## src/rtl/dec_vtp_ctrl.sv

```systemverilog
// dec_vtp_ctrl: round-robin front end for a shared dec_vtp translation datapath.
// The translation itself is a butterfly of STAGES switch rows. At stage s the
// node index is the address with bit s removed, and a set switch bit flips
// address bit s. This makes every configuration a permutation, and the all-zero
// configuration is the identity map. The datapath has an output register.
// Lookups only ever see the active SCB bank. The page allocator fills a shadow
// bank row by row, and a commit swaps it in once in-flight lookups have drained.
// Optional feature: define DEC_VTP_CTRL_PERF_EN to add saturating counters for
// lookups and stalls.
module dec_vtp_ctrl #(
  parameter int BITMAP = 128,
  parameter int NREQ   = 4,
  localparam int ADDR_W = $clog2(BITMAP),
  localparam int STAGES = $clog2(BITMAP),
  localparam int NODES  = BITMAP / 2,
  localparam int ID_W   = $clog2(NREQ)
) (
  input  logic                   i_clk,
  input  logic                   i_rst,
  input  logic [NREQ-1:0]        i_req_valid,
  input  logic [NREQ*ADDR_W-1:0] i_req_vaddr,
  output logic [NREQ-1:0]        o_req_ready,
  output logic                   o_rsp_valid,
  output logic [ID_W-1:0]        o_rsp_id,
  output logic [ADDR_W-1:0]      o_rsp_paddr,
  input  logic                   i_cfg_we,
  input  logic [ADDR_W-1:0]      i_cfg_stage,
  input  logic [NODES-1:0]       i_cfg_data,
  input  logic                   i_commit,
  output logic                   o_commit_done,
`ifdef DEC_VTP_CTRL_PERF_EN
  output logic [31:0]            o_perf_lookups,
  output logic [31:0]            o_perf_stall,
`endif
  output logic                   o_busy
);

  localparam int NODE_W = ADDR_W - 1;

  typedef enum logic [1:0] {IDLE, DRAIN, SWAP} state_t;

  state_t              state_reg, state_next;
  logic [ID_W-1:0]     rr_ptr_reg;
  logic [NREQ-1:0]     grant;
  logic                grant_any;
  logic [ID_W-1:0]     grant_id;
  logic [ADDR_W-1:0]   grant_vaddr;
  logic                s1_valid_reg;
  logic [ID_W-1:0]     s1_id_reg;
  logic [ADDR_W-1:0]   s1_vaddr_reg;
  logic                rsp_valid_reg;
  logic [ID_W-1:0]     rsp_id_reg;
  logic [ADDR_W-1:0]   rsp_paddr_reg;
  logic                done_reg;
  logic [ADDR_W-1:0]   xlat;
  logic [NODE_W-1:0]   node;
  logic [NODES-1:0]    shadow_reg [STAGES];
  logic [NODES-1:0]    active_reg [STAGES];

  function automatic logic [ID_W-1:0] rr_index(input logic [ID_W-1:0] ptr, input int ofs);
    return ID_W'((int'(ptr) + ofs) % NREQ);
  endfunction

  // Round-robin grant starting at the pointer; no grants outside IDLE or during reset.
  always_comb begin
    grant     = '0;
    grant_any = 1'b0;
    grant_id  = '0;
    if (state_reg == IDLE && !i_rst) begin
      for (int i = 0; i < NREQ; i++) begin
        if (!grant_any && i_req_valid[rr_index(rr_ptr_reg, i)]) begin
          grant[rr_index(rr_ptr_reg, i)] = 1'b1;
          grant_id  = rr_index(rr_ptr_reg, i);
          grant_any = 1'b1;
        end
      end
    end
  end

  // Select the granted requester's vaddr.
  always_comb begin
    grant_vaddr = '0;
    for (int k = 0; k < NREQ; k++) begin
      if (grant[k]) grant_vaddr = i_req_vaddr[k*ADDR_W +: ADDR_W];
    end
  end

  // Pointer moves just past the winner, so that requester has lowest priority next.
  always_ff @(posedge i_clk or posedge i_rst) begin
    if (i_rst) rr_ptr_reg <= '0;
    else if (grant_any) rr_ptr_reg <= (int'(grant_id) == NREQ - 1) ? '0 : grant_id + 1'b1;
  end

  // Stage 1: capture the granted lookup.
  always_ff @(posedge i_clk or posedge i_rst) begin
    if (i_rst) begin
      s1_valid_reg <= 1'b0;
      s1_id_reg    <= '0;
      s1_vaddr_reg <= '0;
    end else begin
      s1_valid_reg <= grant_any;
      if (grant_any) begin
        s1_id_reg    <= grant_id;
        s1_vaddr_reg <= grant_vaddr;
      end
    end
  end

  // Butterfly translation through the active bank.
  always_comb begin
    xlat = s1_vaddr_reg;
    node = '0;
    for (int s = 0; s < STAGES; s++) begin
      node    = NODE_W'(((xlat >> (s + 1)) << s) | (xlat & ((ADDR_W'(1) << s) - ADDR_W'(1))));
      xlat[s] = xlat[s] ^ active_reg[s][node];
    end
  end

  // Output register; id/paddr hold their last value while no result is valid.
  always_ff @(posedge i_clk or posedge i_rst) begin
    if (i_rst) begin
      rsp_valid_reg <= 1'b0;
      rsp_id_reg    <= '0;
      rsp_paddr_reg <= '0;
    end else begin
      rsp_valid_reg <= s1_valid_reg;
      if (s1_valid_reg) begin
        rsp_id_reg    <= s1_id_reg;
        rsp_paddr_reg <= xlat;
      end
    end
  end

  // Commit FSM state register.
  always_ff @(posedge i_clk or posedge i_rst) begin
    if (i_rst) state_reg <= IDLE;
    else state_reg <= state_next;
  end

  // Commit FSM next state. Only the stage-1 lookup still reads the active bank,
  // so the swap may proceed once it is empty, even with a result in the output register.
  always_comb begin
    state_next = state_reg;
    o_busy     = 1'b1;
    case (state_reg)
      IDLE: begin
        o_busy = 1'b0;
        if (i_commit) state_next = DRAIN;
      end
      DRAIN:   if (!s1_valid_reg && !grant_any) state_next = SWAP;
      SWAP:    state_next = IDLE;
      default: state_next = IDLE;
    endcase
  end

  // Completion pulse in the first IDLE cycle after the swap.
  always_ff @(posedge i_clk or posedge i_rst) begin
    if (i_rst) done_reg <= 1'b0;
    else done_reg <= (state_reg == SWAP);
  end

  generate
    for (genvar gi = 0; gi < STAGES; gi++) begin : g_row
      // Shadow row: written by the allocator in any state; out-of-range stages never match.
      always_ff @(posedge i_clk or posedge i_rst) begin
        if (i_rst) shadow_reg[gi] <= '0;
        else if (i_cfg_we && i_cfg_stage == ADDR_W'(gi)) shadow_reg[gi] <= i_cfg_data;
      end

      // Active row: takes the shadow value as it stood at the start of the SWAP cycle.
      always_ff @(posedge i_clk or posedge i_rst) begin
        if (i_rst) active_reg[gi] <= '0;
        else if (state_reg == SWAP) active_reg[gi] <= shadow_reg[gi];
      end
    end
  endgenerate

`ifdef DEC_VTP_CTRL_PERF_EN
  // Saturating counters: handshakes, and cycles with a request pending but no grant.
  always_ff @(posedge i_clk or posedge i_rst) begin
    if (i_rst) begin
      o_perf_lookups <= '0;
      o_perf_stall   <= '0;
    end else begin
      if (grant_any && o_perf_lookups != 32'hFFFF_FFFF)
        o_perf_lookups <= o_perf_lookups + 32'd1;
      if ((|i_req_valid) && !grant_any && o_perf_stall != 32'hFFFF_FFFF)
        o_perf_stall <= o_perf_stall + 32'd1;
    end
  end
`endif

  assign o_req_ready   = grant;
  assign o_rsp_valid   = rsp_valid_reg;
  assign o_rsp_id      = rsp_id_reg;
  assign o_rsp_paddr   = rsp_paddr_reg;
  assign o_commit_done = done_reg;

endmodule

```

## config.mk

```make
export PLATFORM = sky130hd
export DESIGN_NAME = dec_vtp_ctrl
export DESIGN_NICKNAME = d
export VERILOG_FILES = /design/src/rtl/dec_vtp_ctrl.sv
export SDC_FILE = /design/constraint.sdc
export NUM_CORES = 2
export LEC_CHECK = 0
export BUFFER_PORTS_ARGS = -buffer_cell sky130_fd_sc_hd__buf_2
export CAP_MARGIN = 40
export CORE_ASPECT_RATIO = 1.75
export CORE_UTILIZATION = 60
export CTS_CLUSTER_DIAMETER = 150
export DETAILED_ROUTE_END_ITERATION = 8
export MAX_ROUTING_LAYER = met4
export PLACE_DENSITY = 0.73
export SYNTH_ARGS = -nofsm -noshare
export SYNTH_HDL_FRONTEND = slang
export SYNTH_SLANG_ARGS = --single-unit
```

## constraint.sdc

```tcl
create_clock -name i_clk -period 38.9 [get_ports i_clk]
set_input_delay 0 -clock i_clk [delete_from_list [all_inputs] [get_ports i_clk]]
set_output_delay 0 -clock i_clk [all_outputs]
set_load 0.03 [all_outputs]
```

==> flow_metrics.tcl <==
set metrics [dict create \
    status "finished clean" \
    postSynthAreaPerCell_um2 13.8 \
    p_sw_share_pct 38.5 \
    totalPowerFinal_mw 3.68 \
    fp.dieW_um 198 \
    area_growth_pct 13.3 \
    synth-main-ff-cell "dfrtp_1" \
    grt_first_pass_wirelength_mm 169 \
    cts_root_buf "clkbuf_16" \
    n_fill_cell 4715 \
    setup_viol 0 \
    pwr-share-clk_pct 21.9 \
    vias 25500 \
    power.internal_mw 2.26 \
    p_per_area_nw_per_um2 80.9 \
    num_rows 125 \
    drtAntennaViolNets 0 \
    yosys_warnings 0 \
    final.setup.tns_ps 0 \
    core-area_um2 66300 \
    grt_pass1_vias 26900 \
    worst_slew_pin_slew_ps 925 \
    start_kind "flip-flop" \
    viasPerCell 6.30 \
    cts_tree "yes" \
    hold_class "primary input to flip-flop" \
    whs_ps 95.3 \
    cp_data_arrival_time_ps 9890 \
    io_pins 123 \
    ys_seq_elements 921 \
    skew_ps 15.7 \
    netlist_area_um2 40100 \
    grt_max_degree 96 \
    routed_wl_mm 111 \
    synth.area.top_cells "dfrtp_1 57%, mux2_2 25%, nand2_1 2.5%" \
    initial_core_util_pct 60.5 \
    power_frac_comb_pct 38.8 \
    crit_path_max_fanout 45 \
    ir_drop_v 0.0000576 \
    syn-num-nets 3032 \
    critical_path_class "flip-flop to flip-flop" \
    dpl-instance-area_um2 41900 \
    drv_slew 0 \
    layout_commonest_cell "dfrtp_1" \
    seq_area_frac_synth_pct 57.4 \
    multi_input_area_um2 16300 \
    cap_violations 0 \
    fin_crit_ps 9310 \
    final_cell_mix "919 x dfrtp_1, 905 x mux2_2, 261 x nand2_1, 122 x buf_2, 88 x dlygate4sd3_1" \
    final_core_util_pct 68.6 \
    drc 0 \
    io_buffers 122 \
    instances_no_fill 4047 \
    design_area_um2 45500 \
    clock-sinks 921 \
    overflow 0 \
    wl_per_cell_um 27.5 \
    synth_top_area_cell "dfrtp_1" \
    cts_buffers 81 \
    leakagePower_nw 22.0 \
    seqPwrFrac_pct 39.3 \
    fin_crit_sh_pct 23.9 \
    drive_gt1_share_pct 41.2 \
    crit_path_end_kind "flip-flop" \
    first_iter_violations 1679 \
    async_flop_share_pct 100 \
    final_hold_viol_count 0 \
    worstPathRequired_ps 39480 \
    placed_cells 3814 \
    synth_enable_flop_cells 0 \
    synthCells 2917 \
    clockBufferDepth 3 \
    p_switching_mw 1.42 \
    yosys.area.top_type_share_pct 57.4 \
    nets 3211 \
    fmax_mhz 107 \
    gp_congestion 0.957 \
    antenna_found_initial 4 \
    grt_use_total_pct 34.9 \
    cts_max_level 3 \
    synth_cell_types 100 \
    die_y_um 344 \
    first_pass_iters 7 \
    worst_slack_ps 29590 \
    die_area_um2 68000 \
    rsz0062_at_grt "false" \
    clock_latency_ps 640 \
    register_area_um2 23000 \
    path_clk_slew_ps 70 \
    relSlewSlack_pct 38.3 \
    dpl_worst_slack_ps 29730 \
    hpwlAfterDp_mm 75.5 \
]
-- metal layers --
metal	track usage [%]	vias up	part of all wire [%]
met2	58.2	711	52
met4	14.4	0	4.2
met5	-	-	0
met3	3.68	214	4.0
met1	43.5	13600	40
li1	-	10900	-
-- worst paths after layout --
path,start,endpoint,slack (ps),depth (start not counted)
max in group asynchronous,i_rst,active_reg[273],35580,8
max reg2reg,s1_vaddr_reg[3],o_rsp_paddr[6],29590,25
min reg2reg,s1_id_reg[1],s1_id_reg[1],490,1
max,s1_vaddr_reg[3],o_rsp_paddr[6],29590,25
min in group asynchronous,i_rst,active_reg[447],530,4
min,i_cfg_stage[1],shadow_reg[175],100,4
-- cell usage after synthesis (all sizes together) (12+ instances only) --
cell type / n
dfrtp: 921
mux2: 908
nand2: 262
clkbuf: 129
nand3: 86
nor2: 66
mux2i: 54
buf: 53
o21ai: 40
a211oi: 32
mux4: 30
o31a: 25
a21oi: 24
and3: 22
a22oi: 20
a31oi: 17
nor4: 17
a311oi: 12
-- cells by family after synthesis --
logic type      synth area share (%)
compound gates                  4.71
xor+xnor                       0.296
fa+ha+maj                      0.249
buf+inv                         2.16
flops                           57.4
mux                             28.6
simple gates                    6.58
-- cell type report --
| cell class | count | area share [%] |
|---|---|---|
| Clock buffer | 119 | 5.35 |
| Clock inverter | 25 | 0.468 |
| Timing Repair Buffer | 278 | 5.15 |
| Multi-Input combinational cell | 1802 | 35.8 |
| Antenna cell | 1 | 0.00550 |
| Sequential cell | 921 | 50.7 |
| Inverter | 12 | 0.116 |
| Tap cell | 889 | 2.45 |
-- worst max-delay path: stages, from the launching register on --
cell      delay (ps)
dfrtp_2          340
buf_4            710
mux4_4           450
nor2_1            60
or4_4            570
a21oi_1          310
a211oi_2         130
nand2_2          570
buf_4            700
mux2_2           420
o211ai_1         280
o211ai_2         180
or4_1            760
nand3_4          500
buf_4            460
buf_4            510
nand2_1           90
and3_1           180
a311oi_1         240
o21bai_1         100
a31oi_1          320
mux2i_1          170
a21oi_1          370
nor4_1           120
a2111o_1         390
nand3_1           80
-- repair_timing --
item	in CTS	in global routing
setup buffers	0	0
hold buffers	88	0
hold endpoints to repair	648	0
gates resized for setup	0	0
setup endpoints to repair	0	0
-- power by group through the flow --
stage	combinational, mW	clock (mW)	sequential, mW
2_1_floorplan	0.981	0	1.36
3_3_place_gp	1.35	0	1.45
3_5_place_dp	1.41	0	1.46
4_1_cts	1.43	0.819	1.44
5_1_grt	1.51	0.856	1.47
6_report	1.43	0.806	1.44
Power figures use the tool's default switching activity.
